## src/rtl/gcd_lcm_pkg.sv

```systemverilog
// Shared types and constants for the GCD/LCM coprocessor: FSM states, op encoding,
// operand-word field positions and a saturating increment helper.
package gcd_lcm_pkg;

  typedef enum logic [1:0] {
    IDLE,
    RUN_GCD,
    RUN_LCM,
    DONE
  } state_t;

  localparam logic OP_GCD = 1'b0;
  localparam logic OP_LCM = 1'b1;

  localparam int unsigned WORD_W = 32;
  localparam int unsigned CNT_W  = 16;

  // Operand word layout: A in the low field, B directly above it, op bit above B.
  localparam int unsigned A_LSB = 0;

  function automatic int unsigned b_lsb(input int unsigned data_w);
    return A_LSB + data_w;
  endfunction

  function automatic int unsigned op_bit(input int unsigned data_w);
    return A_LSB + 2 * data_w;
  endfunction

  function automatic logic [CNT_W-1:0] sat_inc(input logic [CNT_W-1:0] v);
    return (v == '1) ? v : v + 1'b1;
  endfunction

endpackage

```

## src/rtl/gcd_lcm_step.sv

```systemverilog
// One combinational iteration of the subtractive GCD / additive LCM loop.
// GCD shrinks the larger of the pair; LCM grows the smaller multiple by its base.
module gcd_lcm_step
  import gcd_lcm_pkg::*;
#(
  parameter int unsigned DATA_W = 8
) (
  input  logic                  op,
  input  logic [2*DATA_W-1:0]   p0,
  input  logic [2*DATA_W-1:0]   p1,
  input  logic [2*DATA_W-1:0]   a,
  input  logic [2*DATA_W-1:0]   b,
  output logic [2*DATA_W-1:0]   n0,
  output logic [2*DATA_W-1:0]   n1,
  output logic                  eq
);

  always_comb begin
    n0 = p0;
    n1 = p1;
    eq = (p0 == p1);
    if (!eq) begin
      if (op == OP_GCD) begin
        if (p0 > p1) n0 = p0 - p1;
        else         n1 = p1 - p0;
      end else begin
        if (p0 < p1) n0 = p0 + a;
        else         n1 = p1 + b;
      end
    end
  end

endmodule

```

## src/rtl/gcd_lcm_coproc.sv

```systemverilog
// Iterative GCD/LCM coprocessor top: FSM, operand/pair/result registers.
// Optional RUN-cycle counter output enabled by defining GCD_LCM_CYCLE_COUNT_EN.
module gcd_lcm_coproc
  import gcd_lcm_pkg::*;
#(
  parameter int unsigned DATA_W = 8
) (
  input  logic              clk,
  input  logic              reset_n,
  input  logic              start,
  input  logic [WORD_W-1:0] wd_in,
  output logic              busy,
  output logic              done,
  output logic [WORD_W-1:0] result
`ifdef GCD_LCM_CYCLE_COUNT_EN
  ,
  output logic [CNT_W-1:0]  cycles
`endif
);

  localparam int unsigned RW = 2 * DATA_W;

  state_t state, state_nxt;

  logic [DATA_W-1:0] a_r, b_r;
  logic [RW-1:0]     p0_r, p1_r;
  logic [RW-1:0]     res_r;
  logic [RW-1:0]     n0, n1;
  logic              eq;
  logic              step_op;

  logic [DATA_W-1:0] in_a, in_b;
  logic              in_op;
  logic              in_zero;
  logic              accept;
  logic              running;
  logic              unused_hi;

  assign in_a      = wd_in[A_LSB +: DATA_W];
  assign in_b      = wd_in[b_lsb(DATA_W) +: DATA_W];
  assign in_op     = wd_in[op_bit(DATA_W)];
  assign unused_hi = ^wd_in[WORD_W-1:op_bit(DATA_W)+1];
  assign in_zero   = (in_a == '0) || (in_b == '0);
  assign accept    = (state == IDLE) && start;
  assign running   = (state == RUN_GCD) || (state == RUN_LCM);
  assign step_op   = (state == RUN_LCM) ? OP_LCM : OP_GCD;

  gcd_lcm_step #(.DATA_W(DATA_W)) u_step (
    .op (step_op),
    .p0 (p0_r),
    .p1 (p1_r),
    .a  ({{DATA_W{1'b0}}, a_r}),
    .b  ({{DATA_W{1'b0}}, b_r}),
    .n0 (n0),
    .n1 (n1),
    .eq (eq)
  );

  always_ff @(posedge clk or negedge reset_n) begin
    if (!reset_n) state <= IDLE;
    else          state <= state_nxt;
  end

  always_comb begin
    state_nxt = state;
    unique case (state)
      IDLE: begin
        if (start) begin
          if (in_zero)              state_nxt = DONE;
          else if (in_op == OP_LCM) state_nxt = RUN_LCM;
          else                      state_nxt = RUN_GCD;
        end
      end
      RUN_GCD, RUN_LCM: if (eq) state_nxt = DONE;
      DONE:             state_nxt = IDLE;
      default:          state_nxt = IDLE;
    endcase
  end

  always_comb begin
    busy = (state != IDLE);
    done = (state == DONE);
  end

  // Zero-operand ops resolve on the accept edge, which is also their DONE entry edge.
  always_ff @(posedge clk or negedge reset_n) begin
    if (!reset_n) begin
      a_r   <= '0;
      b_r   <= '0;
      p0_r  <= '0;
      p1_r  <= '0;
      res_r <= '0;
    end else if (accept) begin
      a_r  <= in_a;
      b_r  <= in_b;
      p0_r <= {{DATA_W{1'b0}}, in_a};
      p1_r <= {{DATA_W{1'b0}}, in_b};
      if (in_zero)
        res_r <= (in_op == OP_LCM) ? '0 : {{DATA_W{1'b0}}, in_a | in_b};
    end else if (running) begin
      if (eq) begin
        res_r <= p0_r;
      end else begin
        p0_r <= n0;
        p1_r <= n1;
      end
    end
  end

  assign result = {{(WORD_W-RW){1'b0}}, res_r};

`ifdef GCD_LCM_CYCLE_COUNT_EN
  logic [CNT_W-1:0] run_cnt;
  logic [CNT_W-1:0] cycles_r;

  // The equality step is itself a RUN cycle, so the reported count is run_cnt + 1.
  always_ff @(posedge clk or negedge reset_n) begin
    if (!reset_n) begin
      run_cnt  <= '0;
      cycles_r <= '0;
    end else if (accept) begin
      run_cnt <= '0;
      if (in_zero) cycles_r <= '0;
    end else if (running) begin
      if (eq) cycles_r <= sat_inc(run_cnt);
      else    run_cnt  <= sat_inc(run_cnt);
    end
  end

  assign cycles = cycles_r;
`endif

endmodule

```

## config.mk

```make
export PLATFORM = sky130hd
export DESIGN_NAME = gcd_lcm_coproc
export DESIGN_NICKNAME = d
export VERILOG_FILES = /design/src/rtl/gcd_lcm_pkg.sv /design/src/rtl/gcd_lcm_step.sv /design/src/rtl/gcd_lcm_coproc.sv
export SDC_FILE = /design/constraint.sdc
export NUM_CORES = 1
export LEC_CHECK = 0
export CAP_MARGIN = 20
export CORE_MARGIN = 4
export CORE_UTILIZATION = 55
export CTS_CLUSTER_SIZE = 20
export DETAILED_ROUTE_END_ITERATION = 7
export PLACE_DENSITY = 0.81
export SLEW_MARGIN = 20
export SYNTH_ARGS = -nofsm -noshare
export SYNTH_HDL_FRONTEND = slang
export SYNTH_SLANG_ARGS = --single-unit
```

## constraint.sdc

```tcl
create_clock -name clk -period 8.7 [get_ports clk]
set_clock_uncertainty 0.2 [all_clocks]
set_input_delay 1.74 -clock clk [delete_from_list [all_inputs] [get_ports clk]]
set_output_delay 1.74 -clock clk [all_outputs]
set_load 0.02 [all_outputs]
```

After elaboration in Yosys (flattened, before gate mapping)
Cells that the tools add are included.
Widths: inputs -> output; s select.
{ "totals": {"reg_bits": 66, "latch_bits": 0, "ramBits": 0, "rom_bits": 0, "in_bits": 35, "output_inout_bits": 34, "mem_count": 0} }
{ "op_classes": {"add_sub_neg": 4, "mul": 0, "n_div": 0, "order_cmp": 2, "n_eq_ne": 11, "n_shift": 0, "mux": 23, "n_bitwise": 1, "reduce_logical": 15} }
{ "op_table": {"columns": ["cell", "count"], "rows": [
  ["$mux 16", 16],
  ["$add 16x8->16", 2],
  ["$sub 16x16->16", 2],
  ["$eq 16x16->1", 1],
  ["$gt 16x16->1", 1],
  ["$logic_not 8->1", 2],
  ["$lt 16x16->1", 1],
  ["$mux 2", 4],
  ["$mux 8", 1],
  ["$or 8x8->8", 1],
  ["$reduce_and 4->1", 2],
  ["$ne 2x2->1 const B", 3],
  ["$ne 3x3->1 const B", 2],
  ["$pmux 2 s3", 1],
  ["$reduce_bool 2->1", 3],
  ["$eq 2x2->1 const B", 2],
  ["$ne 3x2->1 const B", 1],
  ["$reduce_and 3->1", 1],
  ["$reduce_bool 3->1", 1],
  ["$eq 2x1->1 const B", 1],
  ["$logic_not 2->1", 1],
  ["$logic_or 1x1->1", 2],
  ["$ne 2x1->1 const B", 1],
  ["$reduce_and 2->1", 1],
  ["3 further kinds", 3]
]} }

Longest topological paths before layout
Gate-level depths: netlist of the first run.
{ "depth": {"depth_word": 6, "ltp_mapped": 16, "depth_no_buf": 15} }

Modules after synthesis
From an unflattened synthesis of the first run, not the netlist that was laid out.
{ "unflattened": {"cells_unflattened": 907, "area_unflattened_um2": 6971.7} }
{ "by_module_without_submodules": {"columns": ["mod", "n_inst", "cells_per_inst", "area_each_um2", "seq_area_each_um2"], "rows": [
  ["gcd_lcm_step", 1, 575, 3887.5, 0.0],
  ["gcd_lcm_coproc", 1, 332, 3084.2, 1651.6]
]} }

Worst setup path after synthesis of the first run
Ideal clock, no wire load.
{ "synth_path": {"path_kind": "reg-to-reg", "from": "register state[0]", "to": "register p1_r[14]", "setup_ns": 0.134, "arrival_ns": 3.470, "path_slack_ns": 4.895, "stages_incl_launch_ff": 16, "cell_sequence": "dfrtp_1 -> inv_1 -> ha_1 -> clkbuf_1 -> clkbuf_1 -> buf_1 -> o21ai_0 -> ha_1 -> fa_1 -> a211oi_1 -> o211ai_1 -> a41oi_1 -> o21ai_0 -> a21oi_1 -> xor2_1 -> o31ai_1"} }
{ "synth_via": {"elab_chain_len": 6, "word_cells_on_any_way": 15} }
{ "synth_lines": {"columns": ["item", "line_no", "source"], "rows": [
  ["start, declared", "gcd_lcm_coproc.sv:23", "state_t state, state_nxt;"],
  ["start signal, assigned", "gcd_lcm_coproc.sv:61", "else state <= state_nxt;"],
  ["$eq 2x2->1", "gcd_lcm_coproc.sv:45, gcd_lcm_coproc.sv:46", null],
  ["$mux 1", "gcd_lcm_coproc.sv:46", "assign step_op = (state == RUN_LCM) ? OP_LCM : OP_GCD;"],
  ["$mux 16", "gcd_lcm_step.sv:23", "if (op == OP_GCD) begin"],
  ["$mux 16", "gcd_lcm_coproc.sv:101", "if (eq) begin"],
  ["$mux 16", "gcd_lcm_coproc.sv:100", "end else if (running) begin"],
  ["$mux 16", "gcd_lcm_coproc.sv:93", "end else if (accept) begin"],
  ["end signal, assigned", "gcd_lcm_coproc.sv:97", "p1_r <= {{DATA_W{1'b0}}, in_b};"],
  ["end signal, assigned", "gcd_lcm_coproc.sv:105", "p1_r <= n1;"],
  ["end, declared", "gcd_lcm_coproc.sv:26", "logic [RW-1:0] p0_r, p1_r;"]
]} }
Parallel ways exist; a longest one is shown, timed or not. The select of a mux whose other input is x is not followed.
A chain may end at the register's enable or synchronous reset.

Worst setup path after layout of the first run
{ "layout_path": {"from": "input port start", "to": "register p0_r[15]"} }
{ "layout_via": {"elab_chain_len": 3, "word_cells_on_any_way": 7} }
{ "layout_lines": {"columns": ["item", "line_no", "source"], "rows": [
  ["start, declared", "gcd_lcm_coproc.sv:10", "input logic start,"],
  ["$logic_and 1x1->1 (*)", "gcd_lcm_coproc.sv:44", "assign accept = (state == IDLE) && start;"],
  ["$ne 3x3->1 (no line), or another cell as far along", null, null],
  ["$reduce_and 4->1 (no line)", null, null],
  ["end signal, assigned", "gcd_lcm_coproc.sv:96", "p0_r <= {{DATA_W{1'b0}}, in_a};"],
  ["end signal, assigned", "gcd_lcm_coproc.sv:104", "p0_r <= n0;"],
  ["end, declared", "gcd_lcm_coproc.sv:26", null]
]} }
Every way passes the cells marked *; elsewhere a longest branch is shown, timed or not.

==> out/summary.txt, run 1 <==
status -> finished, final reports clean
Vias -> 5135
Post-DRT Antenna Nets -> 0
worst path arrival time -> 4.41 ns
Detailed Route WL -> 14600 µm
wire per inst -> 17.3 µm
vias in the first global route -> 4998
Max-Cap Viols -> 0
die area -> 11800 µm²
Final period util -> 50.4%
post-synthesis cell type count -> 71
grt total ovfl -> 0
layout cell share with drive strength beyond 1 -> 6.06%
design area -> 6160 µm²
Post-CTS Hold Buffers -> 0
clk_lat worst skew -> 0.35 ns
sequential share of the synthesized area -> 29.6%
CTS tree -> yes
number of diodes -> 0
Die H -> 109 µm
Post-DP Area -> 5940 µm²
R2R Setup Slk -> 4.78 ns
synth-to-layout area growth -> 10.3%
Worst-path clk slew -> 0.08 ns
largest net degree at the start of global routing -> 67
DRC viols -> 0
maximum clock frequency -> 228 MHz
worst slew pin tran -> 0.855 ns
Synth warnings -> 0
worst-path maximum fanout -> 55
Ports -> 69
Post-Syn Instances -> 684
Worst EP required -> 8.73 ns
post-route insts no fill -> 843
post_cts resized -> 0
H-tree depth -> 3
row cnt -> 36
worst hold slack -> 0.282 ns
floorplan die width -> 109 µm
Worst slew margin -> 43.0%
GRT Total Usage -> 25.5%
Core Region -> 9820 µm²
mean post-synth cell area -> 8.17 µm²
first-pass GRT wire length -> 23900 µm
Synth Flop Type -> dfrtp_1
Final min period -> 4.38 ns
RSZ-0062 raised after global routing -> no
GP Congestion -> 0.926
CP startpoint kind -> input pin
critical path class -> input pin to flop
Post-synth ARST share -> 100%
CTS buffer count -> 9
1st-iter DRT viols -> 431
post-CTS setup buffers -> 0
Slew Viols, Final -> 0
I/O Buffers -> 37
Detailed Routing Iterations Pass 1 -> 5
Clock Sinks -> 66
Fin Setup TNS -> 0 ns
DR vias/cell -> 6.09
root buffer cell -> clkbuf_8
dpl hpwl -> 10800 µm
worst hold path class -> flop to flop
antenna violations before repair -> 0
Mapped Area -> 5590 µm²
initial core utilization -> 56.9%
placed insts -> 826
Setup Viol. Count Final -> 0
Nets -> 788
Final Hold Fails -> 0
Setup crit end kind -> flop
clock tree buffer depth -> 2
Seq cells post-synth -> 66
EDFF count, synth -> 0
fillcell total -> 871
per-layer routing:
metal	vias up	global-route usage [%]	share of wire [%]	wire length, µm
li1	2476	-	-	-
met1	2443	34.2	45	6530
met2	192	42.1	47	6910
met3	24	4.80	6.1	886
met4	0	7.39	1.7	251
met5	-	0	0	0
placed cells by master, fill, tap and decap left out, types with 6 or more instances in the layout:
cell type	n
xnor2_1	20
o21ai_0	52
a31oi_1	12
nor4_1	6
nand2_1	92
nand3_1	21
clkbuf_8	10
o211ai_1	8
xor2_1	15
nand4_1	9
ha_1	45
a22o_1	15
conb_1	16
nor2_1	58
a211oi_1	19
nor3_1	18
a21o_1	11
inv_1	36
a21oi_1	36
o31ai_1	6
and3_1	8
dfrtp_1	66
clkdlybuf4s50_1	36
o21a_1	10
stage by stage:
| stage | util [%] | worst slack, ns |
|---|---|---|
| final | 62.8 | 4.32 |
| after global routing | 62.8 | 4.17 |
| after CTS | 62.7 | 4.32 |
| after detailed placement | 60.5 | 3.94 |
| after global placement | 60.5 | 4.02 |
| after floorplan | - | 4.90 |
state kept, by name, summed over array words and instances (netlist names):
name and flops:
state 2, p1_r 16, p0_r 16, b_r 8, res_r 16, a_r 8
synth_stat cells (all sizes together) (2+ instances only):
cell    instances  area, µm²
nand2          92        345
dfrtp          66       1650
nor2           58        218
o21ai          54        278
ha             45        563
a21oi          36        180
inv            36        135
buf            28        193
nand3          21        105
clkbuf         20       77.6
xnor2          20        175
a211oi         19        143
nor3           19        106
a22o           15        131
xor2           15        131
a31oi          12       75.1
a21o           11       82.6
nand4          10       77.6
o21a           10       75.1
and3            9       61.3
o211ai          8       60.1
nor4            6       37.5
o31ai           6       45.0
mux2            5       56.3
nand2b          5       31.3
nor2b           5       31.3
o31a            4       35.0
a211o           3       26.3
and2            3       18.8
fa              3       60.1
o21bai          3       22.5
or4             3       26.3
a31o            2       17.5
mux2i           2       20.0
o221ai          2       23.8
o22ai           2       12.5
or3             2       12.5
final timing paths:
path,startpoint,end,cells past startpoint
max reg2reg,p0_r[5],p1_r[15],14
max,start,p0_r[15],8
max in group asynchronous,reset_n,p1_r[5],2
min in group asynchronous,reset_n,res_r[1],2
min,b_r[7],b_r[7],2
min reg2reg,b_r[7],b_r[7],2
kinds of logic after synthesis:
group	share of synthesized area, %
AND/OR/NAND/NOR	20.6
AO/OA/AOI/OAI	24.5
buffers and inverters	7.25
flip-flops	29.6
adder cells (fa/ha/maj)	11.2
XOR/XNOR	5.49
multiplexers	1.37
other	0.0671
area by class of cell:
| cell class | instances | area, µm² | area share [%] |
|---|---|---|---|
| well taps | 133 | 166 | 2.70 |
| inverters | 36 | 135 | 2.19 |
| clock inverters | 6 | 72.6 | 1.18 |
| repair buffers | 43 | 414 | 6.72 |
| flip-flops and latches | 66 | 1650 | 26.8 |
| clock buffers | 10 | 138 | 2.23 |
| multi-input cells | 549 | 3590 | 58.2 |
worst max-delay path, stage by stage:
cell and delay, ns:
clkdlybuf4s50_1 0.50, nand2_1 0.07, buf_4 0.31, and3_1 0.26
a221oi_2 0.20, and3b_1 0.67, o21ai_0 0.25, a221o_1 0.40
Power of run 1 is left out: the tool's default activity adds up to more than one toggle a clock period on the data nets, which glitch-free logic cannot reach.
==> inputs of run 2 (changes only) <==
--- a/config.mk
+++ b/config.mk
@@ -7,10 +7,10 @@
 export LEC_CHECK = 0
 export CAP_MARGIN = 20
 export CORE_MARGIN = 4
-export CORE_UTILIZATION = 55
+export CORE_UTILIZATION = 52
 export CTS_CLUSTER_SIZE = 20
 export DETAILED_ROUTE_END_ITERATION = 7
-export PLACE_DENSITY = 0.81
+export PLACE_DENSITY = 0.8
 export SLEW_MARGIN = 20
 export SYNTH_ARGS = -nofsm -noshare
 export SYNTH_HDL_FRONTEND = slang
==> constraint.sdc (replaced) <==
create_clock -name clk -period 4.01 [get_ports clk]
set_clock_uncertainty 0.2 [all_clocks]
set_input_delay 0.802 -clock clk [delete_from_list [all_inputs] [get_ports clk]]
set_output_delay 0.802 -clock clk [all_outputs]
set_load 0.02 [all_outputs]
==> out/summary.txt, run 2 (synthesis gave the netlist of run 1 again) <==
antenna violations before repair -> 0
Slew Viols, Final -> 0
worst reg-to-reg path cell count -> 12
GP Congestion -> 0.898
Vias -> 5165
RSZ-0062 raised after global routing -> no
worst-path maximum fanout -> 44
Worst setup endpoint -> p1_r[14]
final core utilization -> 59.5%
fin worst setup slack -> 0.333 ns
status -> finished, final reports clean
Core Region -> 10400 µm²
Max-Cap Viols -> 0
Die H -> 112 µm
Sequential Area -> 1650 µm²
leading cell types in the layout, fill and taps excluded -> nand2_1, dfrtp_1, nor2_1, o21ai_0, ha_1
H-tree depth -> 3
Nets -> 794
R2R Path Start -> state[0]
layout cell share with drive strength beyond 1 -> 6.72%
row cnt -> 37
initial core utilization -> 53.6%
biggest registers after layout -> p0_r: 16 flops, p1_r: 16 flops, res_r: 16 flops
largest net degree at the start of global routing -> 45
critical-path cell list -> inv_1 -> ha_1 -> buf_4 -> o21ai_0 -> ha_1 -> o211ai_1 -> o211ai_1 -> a41oi_1 -> o21ai_0 -> a21oi_1 -> xor2_1 -> o31ai_1
fillcell total -> 904
dpl ws -> 0.255 ns
most common cell after layout, fill and taps aside -> nand2_1
clk_lat worst skew -> 0.34 ns
CP Launch Point -> state[0]
synth-to-layout area growth -> 10.9%
Post-DRT Antenna Nets -> 0
critical path class -> flop to flop
DR vias/cell -> 6.08
Detailed Routing Iterations Pass 1 -> 5
first-pass GRT wire length -> 24600 µm
floorplan die width -> 112 µm
WP buf/inv -> 2
Crit path largest cell delay -> 0.48 ns
vias in the first global route -> 5021
Final period util -> 91.7%
CP startpoint kind -> flop
Worst-path clk slew -> 0.07 ns
Worst slew margin -> 61.4%
die area -> 12500 µm²
Detailed Route WL -> 14800 µm
grt total ovfl -> 0
worst slew pin tran -> 0.573 ns
Worst EP required -> 4.07 ns
R2R Setup Slk -> 0.33 ns
maximum clock frequency -> 272 MHz
reg2reg end -> p1_r[14]
number of diodes -> 0
dpl hpwl -> 11200 µm
Final min period -> 3.68 ns
Setup crit end kind -> flop
area of the multi-input gates -> 3590 µm²
Fin Setup TNS -> 0 ns
Post-CTS Hold Buffers -> 0
Stages on worst setup path -> 12
Setup Viol. Count Final -> 0
Final Hold Fails -> 0
Crit path max-delay family -> compound AO/OA/AOI/OAI gates
I/O Buffers -> 37
clock tree buffer depth -> 2
DRC viols -> 0
wire per inst -> 17.4 µm
1st-iter DRT viols -> 448
GRT Total Usage -> 23.9%
Ports -> 69
Clock Sinks -> 66
worst hold path class -> input pin to async pin
slowest cell on the critical path -> buf_4
Post-DP Area -> 6000 µm²
design area -> 6200 µm²
CTS tree -> yes
root buffer cell -> clkbuf_8
CTS buffer count -> 9
worst path arrival time -> 3.73 ns
run 2: metrics by stage:
step | instances | hold WS (ns)
3_5_place_dp | 836 | 0.264
6_report | 850 | 0.239
2_1_floorplan | 699 | 0.240
5_1_grt | 850 | 0.279
4_1_cts | 850 | 0.249
3_3_place_gp | 836 | 0.259
run 2: area by class of cell:
type / instances / share of cell area (%)
Tap cell: 136 / 2.75
Clock inverter: 3 / 0.646
Sequential cell: 66 / 26.7
Timing Repair Buffer: 49 / 7.35
Multi-Input combinational cell: 549 / 58.0
Inverter: 36 / 2.18
Clock buffer: 11 / 2.44
run 2: what timing repair did:
action,CTS,global route
buffers inserted,0,0
resized for setup,0,1
setup endpoints to repair,0,1
run 2: worst min path at each step:
stage | end | slack [ns] | cells after the start
after floorplan | b_r[1] | 0.24 | 2
after detailed placement | b_r[4] | 0.26 | 2
after CTS | res_r[0] | 0.25 | 1
after global routing | res_r[0] | 0.28 | 1
final | res_r[0] | 0.24 | 1
after global placement | b_r[6] | 0.26 | 2
run 2: metal layers:
metal	track usage (%)	vias to the layer above	share of wire, %
met4	7.06	0	2.0
met3	3.64	23	6.0
met2	39.4	174	47
met1	32.6	2491	45
met5	0	-	0
li1	-	2477	-
Power of run 2 is left out for the same reason.
==> inputs of run 3 (changes only) <==
--- a/config.mk
+++ b/config.mk
@@ -10,7 +10,7 @@
 export CORE_UTILIZATION = 52
 export CTS_CLUSTER_SIZE = 20
 export DETAILED_ROUTE_END_ITERATION = 7
-export PLACE_DENSITY = 0.8
+export PLACE_DENSITY = 0.89
 export SLEW_MARGIN = 20
 export SYNTH_ARGS = -nofsm -noshare
 export SYNTH_HDL_FRONTEND = slang
==> out/summary.txt, run 3 (synthesis gave the netlist of run 1 again) <==
status -> finished, final reports clean
Core Region -> 10400 µm²
M1 GR Usage -> 33.3%
Setup crit end kind -> flop
dpl hpwl -> 11400 µm
post-CTS setup buffers -> 0
met2 Usage GRT -> 41.3%
row cnt -> 37
antenna violations before repair -> 0
fin worst setup slack -> 0.324 ns
I/O Buffers -> 37
maximum clock frequency -> 271 MHz
worst hold path class -> flop to flop
Final period util -> 91.9%
Fin Setup TNS -> 0 ns
GP Congestion -> 0.859
layout cell share with drive strength beyond 1 -> 7.38%
DR vias/cell -> 6.18
floorplan die width -> 112 µm
number of diodes -> 0
Nets -> 796
RSZ-0062 raised after global routing -> no
critical path class -> flop to flop
Die H -> 112 µm
clock tree buffer depth -> 2
DRC viols -> 0
largest net degree at the start of global routing -> 45
1st-iter DRT viols -> 540
hold depth -> 1
Vias -> 5278
grt total ovfl -> 0
initial core utilization -> 53.6%
gr busiest metal -> met2
placed insts -> 838
Detailed Routing Iterations Pass 1 -> 8
vias in the first global route -> 5194
GRT met3 Usage -> 3.75%
CP startpoint kind -> flop
Worst slew margin -> 38.2%
Max-Cap Viols -> 0
post-route insts no fill -> 854
CTS buffer count -> 9
Post-DRT Antenna Nets -> 0
GRT Total Usage -> 24.8%
worst-path maximum fanout -> 44
most common cell after layout, fill and taps aside -> nand2_1
Worst-path clk slew -> 0.08 ns
Worst EP required -> 4.09 ns
Final min period -> 3.69 ns
CTS tree -> yes
Slew Viols, Final -> 0
Ports -> 69
first-pass GRT wire length -> 25400 µm
Post-DP Area -> 6010 µm²
dpl ws -> 0.263 ns
Clock Sinks -> 66
die area -> 12500 µm²
worst path arrival time -> 3.76 ns
H-tree depth -> 3
Final Hold Fails -> 0
Setup Viol. Count Final -> 0
leading cell types in the layout, fill and taps excluded -> nand2_1, dfrtp_1, nor2_1, o21ai_0, ha_1
wire per inst -> 17.9 µm
worst slew pin tran -> 0.927 ns
worst reg-to-reg path cell count -> 12
root buffer cell -> clkbuf_8
Detailed Route WL -> 15300 µm
synth-to-layout area growth -> 12.4%
design area -> 6280 µm²
biggest registers after layout -> p0_r: 16 flops, p1_r: 16 flops, res_r: 16 flops
clk_lat worst skew -> 0.36 ns
## run 3: changes by cell type in the layout (fill, tap and decap cells not counted), moves of 2 or more
cell	delta
clkinvlp_4	+2
buf_4	+2
bufinv_16	+2
clkinv_2	-2
## run 3: timing repair
action                                  4_1_cts  5_1_grt
endpoints found under the hold margin         0        0
hold buffers                                  0        0
endpoints found under the setup margin        0        2
gates resized for setup                       0        2
## run 3: through the flow
step | hold WS, ns | util, %
after floorplan | 0.240 | -
after global placement | 0.259 | 57.7
after detailed placement | 0.270 | 57.7
after CTS | 0.287 | 60.2
after global routing | 0.317 | 60.3
final | 0.287 | 60.3
## run 3: layout make-up
| cell class | count | area [µm²] |
|---|---|---|
| clock inverters | 6 | 114 |
| well taps | 136 | 170 |
| inverters | 36 | 135 |
| fillers | 852 | 4140 |
| clock buffers | 10 | 138 |
| multi-input cells | 549 | 3600 |
| repair buffers | 51 | 470 |
| flip-flops and latches | 66 | 1650 |
## run 3: layer usage
metal | up-vias | routed length, µm
met5 | - | 0
met4 | 0 | 229
met3 | 31 | 972
met2 | 221 | 7270
met1 | 2529 | 6790
li1 | 2497 | -
## run 3: final timing paths
path | startpoint | endpoint | slack, ns
max reg2reg | state[0] | p1_r[11] | 0.32
min | p1_r[15] | p1_r[15] | 0.29
min in group asynchronous | reset_n | p1_r[12] | 0.37
max | state[0] | p1_r[11] | 0.32
max in group asynchronous | reset_n | res_r[1] | 2.47
min reg2reg | p1_r[15] | p1_r[15] | 0.29
## run 3: worst max-delay path, cell delays in order (launching register included)
cell	delay (ns)
dfrtp_1	0.40
inv_1	0.12
ha_1	0.36
buf_4	0.49
o21ai_0	0.19
ha_1	0.36
o21ai_0	0.12
o21ai_0	0.43
nand2_1	0.19
o31ai_1	0.34
xor2_1	0.20
nand3_1	0.09
o21ai_0	0.10
Power of run 3 is left out for the same reason.
